## config.mk

```make
export PLATFORM = sky130hd
export DESIGN_NAME = instr_fetch_flat
export DESIGN_NICKNAME = d
export VERILOG_FILES = /design/src/rtl/instr_fetch_if.sv /design/src/rtl/instr_fetch.sv /design/src/flat_wrapper.sv
export SDC_FILE = /design/constraint.sdc
export NUM_CORES = 1
export LEC_CHECK = 0
export ABC_AREA = 1
export BUFFER_PORTS_ARGS = -buffer_cell sky130_fd_sc_hd__buf_2
export CORE_ASPECT_RATIO = 1.1
export CORE_MARGIN = 1
export CORE_UTILIZATION = 45
export DETAILED_ROUTE_END_ITERATION = 8
export PLACE_DENSITY = 0.77
export SKIP_CTS_REPAIR_TIMING = 1
export SYNTH_ARGS = -nofsm -noshare
export SYNTH_HDL_FRONTEND = slang
export SYNTH_SLANG_ARGS = --single-unit
```

## constraint.sdc

```tcl
create_clock -name clk -period 1.78 [get_ports clk]
set_input_delay 0.356 -clock clk [delete_from_list [all_inputs] [get_ports clk]]
set_output_delay 0.356 -clock clk [all_outputs]
set_load 0.02 [all_outputs]
```

## src/rtl/instr_fetch_if.sv

```systemverilog
// -----------------------------------------------------------------------------
// instr_fetch_if
//   Bundles the ROM read bus and the instruction hand-off of instr_fetch.
//
//   ROM bus         : rom_addr[5:0], rom_read, rom_ena (fetch -> ROM),
//                     rom_data[7:0] (ROM -> fetch)
//   Instruction out : instr[7:0], opcode[1:0], operand[5:0], instr_valid
//                     (fetch -> consumer), instr_ready (consumer -> fetch)
//   Jump request    : jump_en, jump_addr[5:0] (consumer -> fetch)
//
//   modport master : the fetch unit
//   modport slave  : the environment (ROM + instruction consumer)
// -----------------------------------------------------------------------------
interface instr_fetch_if;
  logic [5:0] rom_addr;
  logic       rom_read;
  logic       rom_ena;
  logic [7:0] rom_data;

  logic [7:0] instr;
  logic [1:0] opcode;
  logic [5:0] operand;
  logic       instr_valid;
  logic       instr_ready;

  logic       jump_en;
  logic [5:0] jump_addr;

  modport master (
    output rom_addr, rom_read, rom_ena,
    input  rom_data,
    output instr, opcode, operand, instr_valid,
    input  instr_ready,
    input  jump_en, jump_addr
  );

  modport slave (
    input  rom_addr, rom_read, rom_ena,
    output rom_data,
    input  instr, opcode, operand, instr_valid,
    output instr_ready,
    output jump_en, jump_addr
  );
endinterface

```

## src/rtl/instr_fetch.sv

```systemverilog
// -----------------------------------------------------------------------------
// instr_fetch
//   Instruction fetch unit for a 64-word x 8-bit ROM. Each fetch holds
//   rom_ena/rom_read high for WAIT_CYCLES cycles at rom_addr = pc, captures
//   rom_data on the last of those edges, then presents the word with
//   instr_valid until the consumer takes it (instr_valid && instr_ready).
//   On that handshake pc advances to pc+1, or to jump_addr when jump_en is
//   high. The VALID phase always separates two read windows, so the ROM sees
//   a strobe edge for every fetch.
//
//   Parameters
//     WAIT_CYCLES : ROM access cycles per fetch, 1..7
//     WRAP        : 1 = pc wraps 63 -> 0, 0 = halt in DONE after address 63
//
//   Ports
//     clk   : clock, rising edge
//     rst   : synchronous, active-high reset
//     start : level, enables fetching
//     bus   : instr_fetch_if.master (ROM bus, instruction hand-off, jump)
//     pc    : address of the current / next fetch
//     busy  : high while a fetch is being read or presented
//     done  : high once halted after address 63 (WRAP = 0 only)
// -----------------------------------------------------------------------------
module instr_fetch #(
  parameter int unsigned WAIT_CYCLES = 1,
  parameter bit          WRAP        = 1'b1
) (
  input  logic                  clk,
  input  logic                  rst,
  input  logic                  start,
  instr_fetch_if.master         bus,
  output logic [5:0]            pc,
  output logic                  busy,
  output logic                  done
);

  typedef enum logic [1:0] {
    IDLE  = 2'd0,
    REQ   = 2'd1,
    VALID = 2'd2,
    DONE  = 2'd3
  } state_t;

  // Index of the final ROM access cycle within a fetch.
  localparam logic [2:0] WAIT_LAST = 3'(WAIT_CYCLES - 1);
  localparam logic [5:0] PC_LAST   = 6'd63;

  state_t     state_q, state_d;
  logic [2:0] wait_q,  wait_d;
  logic [5:0] pc_q,    pc_d;
  logic [7:0] instr_q, instr_d;

  logic       handshake;
  logic       halt_now;

  // ---------------------------------------------------------------------------
  // State register
  // ---------------------------------------------------------------------------
  always_ff @(posedge clk) begin
    if (rst) begin
      state_q <= IDLE;
      wait_q  <= '0;
      pc_q    <= '0;
      instr_q <= '0;
    end else begin
      state_q <= state_d;
      wait_q  <= wait_d;
      pc_q    <= pc_d;
      instr_q <= instr_d;
    end
  end

  // ---------------------------------------------------------------------------
  // Next state and outputs
  // ---------------------------------------------------------------------------
  always_comb begin
    state_d         = state_q;
    wait_d          = wait_q;
    pc_d            = pc_q;
    instr_d         = instr_q;

    bus.rom_addr    = '0;
    bus.rom_read    = 1'b0;
    bus.rom_ena     = 1'b0;
    bus.instr_valid = 1'b0;
    busy            = 1'b0;
    done            = 1'b0;

    handshake       = 1'b0;
    halt_now        = 1'b0;

    unique case (state_q)
      IDLE: begin
        if (start) begin
          state_d = REQ;
          wait_d  = '0;
        end
      end

      REQ: begin
        bus.rom_addr = pc_q;
        bus.rom_read = 1'b1;
        bus.rom_ena  = 1'b1;
        busy         = 1'b1;
        // start is deliberately not looked at here: an accepted fetch
        // always completes and is presented.
        if (wait_q == WAIT_LAST) begin
          instr_d = bus.rom_data;
          wait_d  = '0;
          state_d = VALID;
        end else begin
          wait_d  = wait_q + 3'd1;
        end
      end

      VALID: begin
        bus.instr_valid = 1'b1;
        busy            = 1'b1;
        handshake       = bus.instr_ready;
        // Running off the end without a jump halts when wrapping is off;
        // this wins over start. pc is left at 63 while halted.
        halt_now        = !WRAP && (pc_q == PC_LAST) && !bus.jump_en;
        if (handshake) begin
          if (halt_now) begin
            state_d = DONE;
          end else begin
            pc_d    = bus.jump_en ? bus.jump_addr : pc_q + 6'd1;
            state_d = start ? REQ : IDLE;
          end
        end
      end

      DONE: begin
        done = 1'b1;
      end

      default: begin
        state_d = IDLE;
      end
    endcase
  end

  assign pc          = pc_q;
  assign bus.instr   = instr_q;
  assign bus.opcode  = instr_q[7:6];
  assign bus.operand = instr_q[5:0];

endmodule
```

## src/flat_wrapper.sv

```systemverilog
// flat-port wrapper written by rule: the top's interface ports become plain ports
module instr_fetch_flat 
#(
  parameter int unsigned WAIT_CYCLES = 1,
  parameter bit          WRAP        = 1'b1
)
  (clk, rst, start, pc, busy, done, bus_rom_addr, bus_rom_read, bus_rom_ena, bus_rom_data, bus_instr, bus_opcode, bus_operand, bus_instr_valid, bus_instr_ready, bus_jump_en, bus_jump_addr);
  instr_fetch_if bus_i ();
  input  logic clk;
  input  logic rst;
  input  logic start;
  output logic [5:0] pc;
  output logic busy;
  output logic done;
  output wire logic [$bits(bus_i.rom_addr)-1:0] bus_rom_addr;
  output wire logic [$bits(bus_i.rom_read)-1:0] bus_rom_read;
  output wire logic [$bits(bus_i.rom_ena)-1:0] bus_rom_ena;
  input wire logic [$bits(bus_i.rom_data)-1:0] bus_rom_data;
  output wire logic [$bits(bus_i.instr)-1:0] bus_instr;
  output wire logic [$bits(bus_i.opcode)-1:0] bus_opcode;
  output wire logic [$bits(bus_i.operand)-1:0] bus_operand;
  output wire logic [$bits(bus_i.instr_valid)-1:0] bus_instr_valid;
  input wire logic [$bits(bus_i.instr_ready)-1:0] bus_instr_ready;
  input wire logic [$bits(bus_i.jump_en)-1:0] bus_jump_en;
  input wire logic [$bits(bus_i.jump_addr)-1:0] bus_jump_addr;
  assign bus_rom_addr = bus_i.rom_addr;
  assign bus_rom_read = bus_i.rom_read;
  assign bus_rom_ena = bus_i.rom_ena;
  assign bus_i.rom_data = bus_rom_data;
  assign bus_instr = bus_i.instr;
  assign bus_opcode = bus_i.opcode;
  assign bus_operand = bus_i.operand;
  assign bus_instr_valid = bus_i.instr_valid;
  assign bus_i.instr_ready = bus_instr_ready;
  assign bus_i.jump_en = bus_jump_en;
  assign bus_i.jump_addr = bus_jump_addr;
  instr_fetch #(.WAIT_CYCLES(WAIT_CYCLES), .WRAP(WRAP)) u_core (.clk(clk), .rst(rst), .start(start), .bus(bus_i), .pc(pc), .busy(busy), .done(done));
endmodule
```

Yosys cells after proc, flatten, opt, wreduce, memory -nomap -nowiden
Index checks and enable logic that the tools add are counted.

word-level totals
  register bits after elaboration = 19
  input port bits = 19

operators by class
  equality and inequality tests = 6
  mux-type cells = 14
  reduce and logical (&&, ||, !) cells = 9
  add/subtract/negate cells = 2

operators with widths
  operator                                                          number
  6-bit 2-to-1 mux                                                  2
  6-bit by 1-bit adder with 6-bit output (second input constant)    1
  2-bit 2-to-1 mux                                                  3
  3-bit 2-to-1 mux                                                  2
  2-bit one-hot mux with 3 select lines                             1
  3-bit one-hot mux with 2 select lines                             1
  2-bit AND reduction                                               3
  1-bit 2-to-1 mux                                                  5
  2-bit == test (second input constant)                             2
  2-bit != test (second input constant)                             2
  4-bit AND reduction                                               1
  3-bit by 1-bit adder with 3-bit output (second input constant)    1
  3-bit logical NOT                                                 1
  3-bit nonzero test                                                1
  2-bit by 1-bit == test with 1-bit output (second input constant)  1
  2-bit logical NOT                                                 1
  2-bit by 1-bit != test with 1-bit output (second input constant)  1
  2-bit nonzero test                                                1
  2-bit OR reduction                                                1

Logic depth before layout (Yosys ltp)
  depth after elaboration = 3
  gate-level depth with buffers = 9
  mapped depth without buffers = 9

Worst setup path before layout
No wires, ideal clock.

  path type = register -> output
  from = register u_core.state_q[1]
  to = output bus_rom_addr[0]
  path slack = 0.302 ns
  arrival time = 1.122 ns
  path buffers = 1
  stages on the path, launching flop included = 6
  cell sequence = dfxtp_1 -> inv_1 -> ha_1 -> buf_6 -> nand2_1 -> inv_1

between the ends
  longest elaborated chain between the ends = 2

RTL lines
  item                                      RTL line            source
  start: declaration                        instr_fetch.sv:48   state_t state_q, state_d;
  start signal: assignment                  instr_fetch.sv:66   state_q <= state_d;
  2-bit by 1-bit == test with 1-bit output  instr_fetch.sv:92   unique case (state_q)
  6-bit 2-to-1 mux                          instr_fetch.sv:92
  end: declaration                          flat_wrapper.sv:15  output wire logic [$bits(bus_i.rom_addr)-1:0] bus_rom_addr;

Every way passes these cells.

Worst setup path in the final report
  from = register u_core.state_q[0]
  to = output busy

between the ends
  longest elaborated chain between the ends = 3

RTL lines
  item                                                                       RTL line            source
  2-bit by 1-bit == test with 1-bit output or 2-bit == test (tied branches)  instr_fetch.sv:92
  2-bit OR reduction (no line) (*)                                           --
  1-bit 2-to-1 mux (*)                                                       instr_fetch.sv:92
  end: declaration                                                           flat_wrapper.sv:13  output logic busy;

Every way passes the cells marked *; elsewhere a longest branch is shown, timed or not.

==> impl_metrics.py <==
metrics = {
    "status": {
        "status": "completed",
    },
    "setup_path": {
        "critPathLaunchType": "register",
        "arrival_ns": 1.33,
        "critPathKind": "register to output port",
        "path_max_fanout": 3,
        "end_kind": "output port",
        "crit_required_ns": 1.42,
    },
    "synth": {
        "synth_cells": 155,
        "async_flop_share_pct": 0,
        "yosysSeqAreaShare_pct": 33.1,
        "avgSynthCellArea_um2": 7.42,
        "synthTopCellsByArea": "dfxtp_1 (33%), nand2_1 (11%), ha_1 (7.6%)",
        "synth_warnings": 0,
        "synth_top_cells_by_count": "nand2_1 (35), dfxtp_1 (19), inv_1 (17), a21oi_1 (16)",
        "synth_area_um2": 1150,
        "synth_edf_count": 0,
        "synth.most_common_cell": "nand2_1",
        "synthFlopType": "dfxtp_1",
        "synth_seq_cells": 19,
        "synth.top_cell.area_share_pct": 33.1,
        "yosysTopAreaCell": "dfxtp_1",
        "syn_nets": 181,
        "ys_types": 25,
    },
    "route": {
        "drc": 0,
        "routed_wl_mm": 2.52,
        "vias": 1113,
        "firstDrtPassIters": 4,
        "vias_per_cell": 4.86,
        "postRouteAntennaNets": 0,
        "wl_per_cell_um": 11.0,
        "drt-initial-drc-count": 20,
    },
    "global_routing": {
        "grt_pass1_wl_mm": 3.91,
        "first_global_vias": 956,
        "grt_overflow": 0,
        "grtUsageTotal_pct": 18.6,
        "antenna_found_initial": 0,
        "grt_max_degree": 14,
    },
    "floorplanning": {
        "die_area_um2": 2760,
        "core.rowCount": 18,
        "start_util_pct": 49.6,
        "die_width_um": 50.2,
        "die_h_um": 55.0,
        "ios": 52,
        "core-area_um2": 2320,
    },
    "flow_run": {
        "drv_cap": 0,
    },
    "power_and_ir_drop": {
        "peakVddDrop_mv": 0.533,
        "switching_share_pct": 47.5,
        "p_sw_uw": 790,
        "p_int_uw": 875,
        "p_leak_nw": 0.744,
        "power_frac_seq_pct": 33.6,
        "pwr-share-comb_pct": 53.2,
        "finalPower_mw": 1.67,
        "powerDensity_nw_per_um2": 1190,
        "clkPwrFrac_pct": 13.2,
    },
    "clock_network": {
        "cts_root_buf": "clkbuf_4",
        "cts_tree": "done",
        "clockBufferDepth": 2,
        "clkLatencyLatePin_ns": 0.30,
        "numCtsBuffers": 3,
        "clock_sinks": 19,
        "clkTransAtPathRegs_ns": 0.11,
        "htreeDepth": 1,
    },
    "finish": {
        "finalNetCount": 226,
        "fin_util_pct": 60.5,
        "layoutNonFillerInstCount": 229,
        "drive_gt1_share_pct": 41.2,
        "syn_to_final_growth_pct": 22.1,
        "n_fill_cell": 229,
        "diodes": 0,
        "final_cell_area_um2": 1400,
    },
    "sta": {
        "fin_worst_skew_ns": 0.00717,
        "post-route-period-util_pct": 94.9,
        "setup_viol": 0,
        "hold_viol_final": 0,
        "max_freq_ghz": 0.592,
        "setup_slack_ns": 0.0910,
        "worst_pin_slew_ns": 0.274,
        "rsz0062_at_grt": "false",
        "max_slew_margin_pct": 81.7,
        "fin_tns_setup_ns": 0,
        "period_minus_slack_ns": 1.69,
        "holdWs_ns": 0.289,
        "slew_violations": 0,
    },
    "placed_design": {
        "routabilityCongestion": 0.781,
        "dp_slack_ns": 0.108,
        "port_buffers": 51,
        "dpl.cell_count": 225,
        "place_area_um2": 1360,
        "dp_hpwl_mm": 1.94,
    },
    "hold_path": {
        "hp-class": "input pin to register",
    },
}
[metal layers]
| layer | GRT usage (%) | vias to the layer above | wire (µm) |
|---|---|---|---|
| li1 | - | 577 | - |
| met1 | 20.7 | 497 | 1080 |
| met2 | 36.0 | 35 | 1290 |
| met3 | 3.01 | 4 | 124 |
| met4 | 7.14 | 0 | 27 |
| met5 | 0 | - | 0 |
[sequential cells by signal, summed over array words and instances, names as in the netlist]
signal and flops:
u_core.bus.instr 8, u_core.pc 6, u_core.wait_q 3, u_core.state_q 2
[layout make-up]
type                            count  area [µm²]  area share [%]
Clock buffer                        3        22.5            1.60
Tap cell                           30        37.5            2.67
Multi-Input combinational cell    101         604            43.0
Timing Repair Buffer               51         255            18.2
Sequential cell                    19         382            27.2
Inverter                           24        97.6            6.95
Clock inverter                      1        5.00           0.357
[path summary, 6_finish.rpt]
kind	depth (start not counted)	slack, ns	to	startpoint
max	3	0.09	busy	u_core.state_q[0]
min	3	0.29	u_core.bus.instr[0]	bus_rom_data[0]
max reg2reg	8	0.35	u_core.state_q[0]	u_core.state_q[0]
min reg2reg	2	0.48	u_core.bus.instr[1]	u_core.bus.instr[1]
[placed cells by master (no fill, tap or decap)]
master / Yosys / final
o22ai_1: 1 / 1
o21bai_1: 1 / 1
a211oi_2: 1 / 1
nand3_1: 9 / 9
or2_0: 1 / 1
o211ai_1: 2 / 2
dfxtp_2: 0 / 1
a21oi_2: 3 / 3
nand2_1: 35 / 35
inv_4: 1 / 1
nor3_1: 1 / 1
inv_2: 5 / 5
clkinv_2: 0 / 1
nor2_1: 6 / 6
a21oi_1: 16 / 16
ha_1: 7 / 5
buf_2: 0 / 51
nor2_4: 2 / 2
o21ai_0: 5 / 5
nand2_2: 3 / 3
clkbuf_4: 0 / 3
dfxtp_1: 19 / 18
clkinv_4: 1 / 1
ha_2: 0 / 1
inv_1: 17 / 17
ha_4: 0 / 1
nand2_4: 3 / 3
o21ai_2: 5 / 5
[kinds of logic after synthesis]
group           count (synthesis)  share of synthesized area (%)
simple gates                   60                           24.8
buf+inv                        35                           15.7
compound gates                 34                           18.8
flops                          19                           33.1
fa+ha+maj                       7                           7.62
[critical path, cell delays in order (launching register included)]
cell and delay, ns:
dfxtp_1 0.43, inv_1 0.13, ha_1 0.32, buf_2 0.16
[power by group through the flow]
stage / combinational [mW] / sequential, mW / clock, mW
global route: 0.968 / 0.574 / 0.243
floorplan: 0.653 / 0.621 / 0
detailed placement: 0.861 / 0.563 / 0
finish: 0.886 / 0.560 / 0.219
CTS: 0.864 / 0.554 / 0.224
global placement: 0.838 / 0.556 / 0
Power figures use the tool's default switching activity.
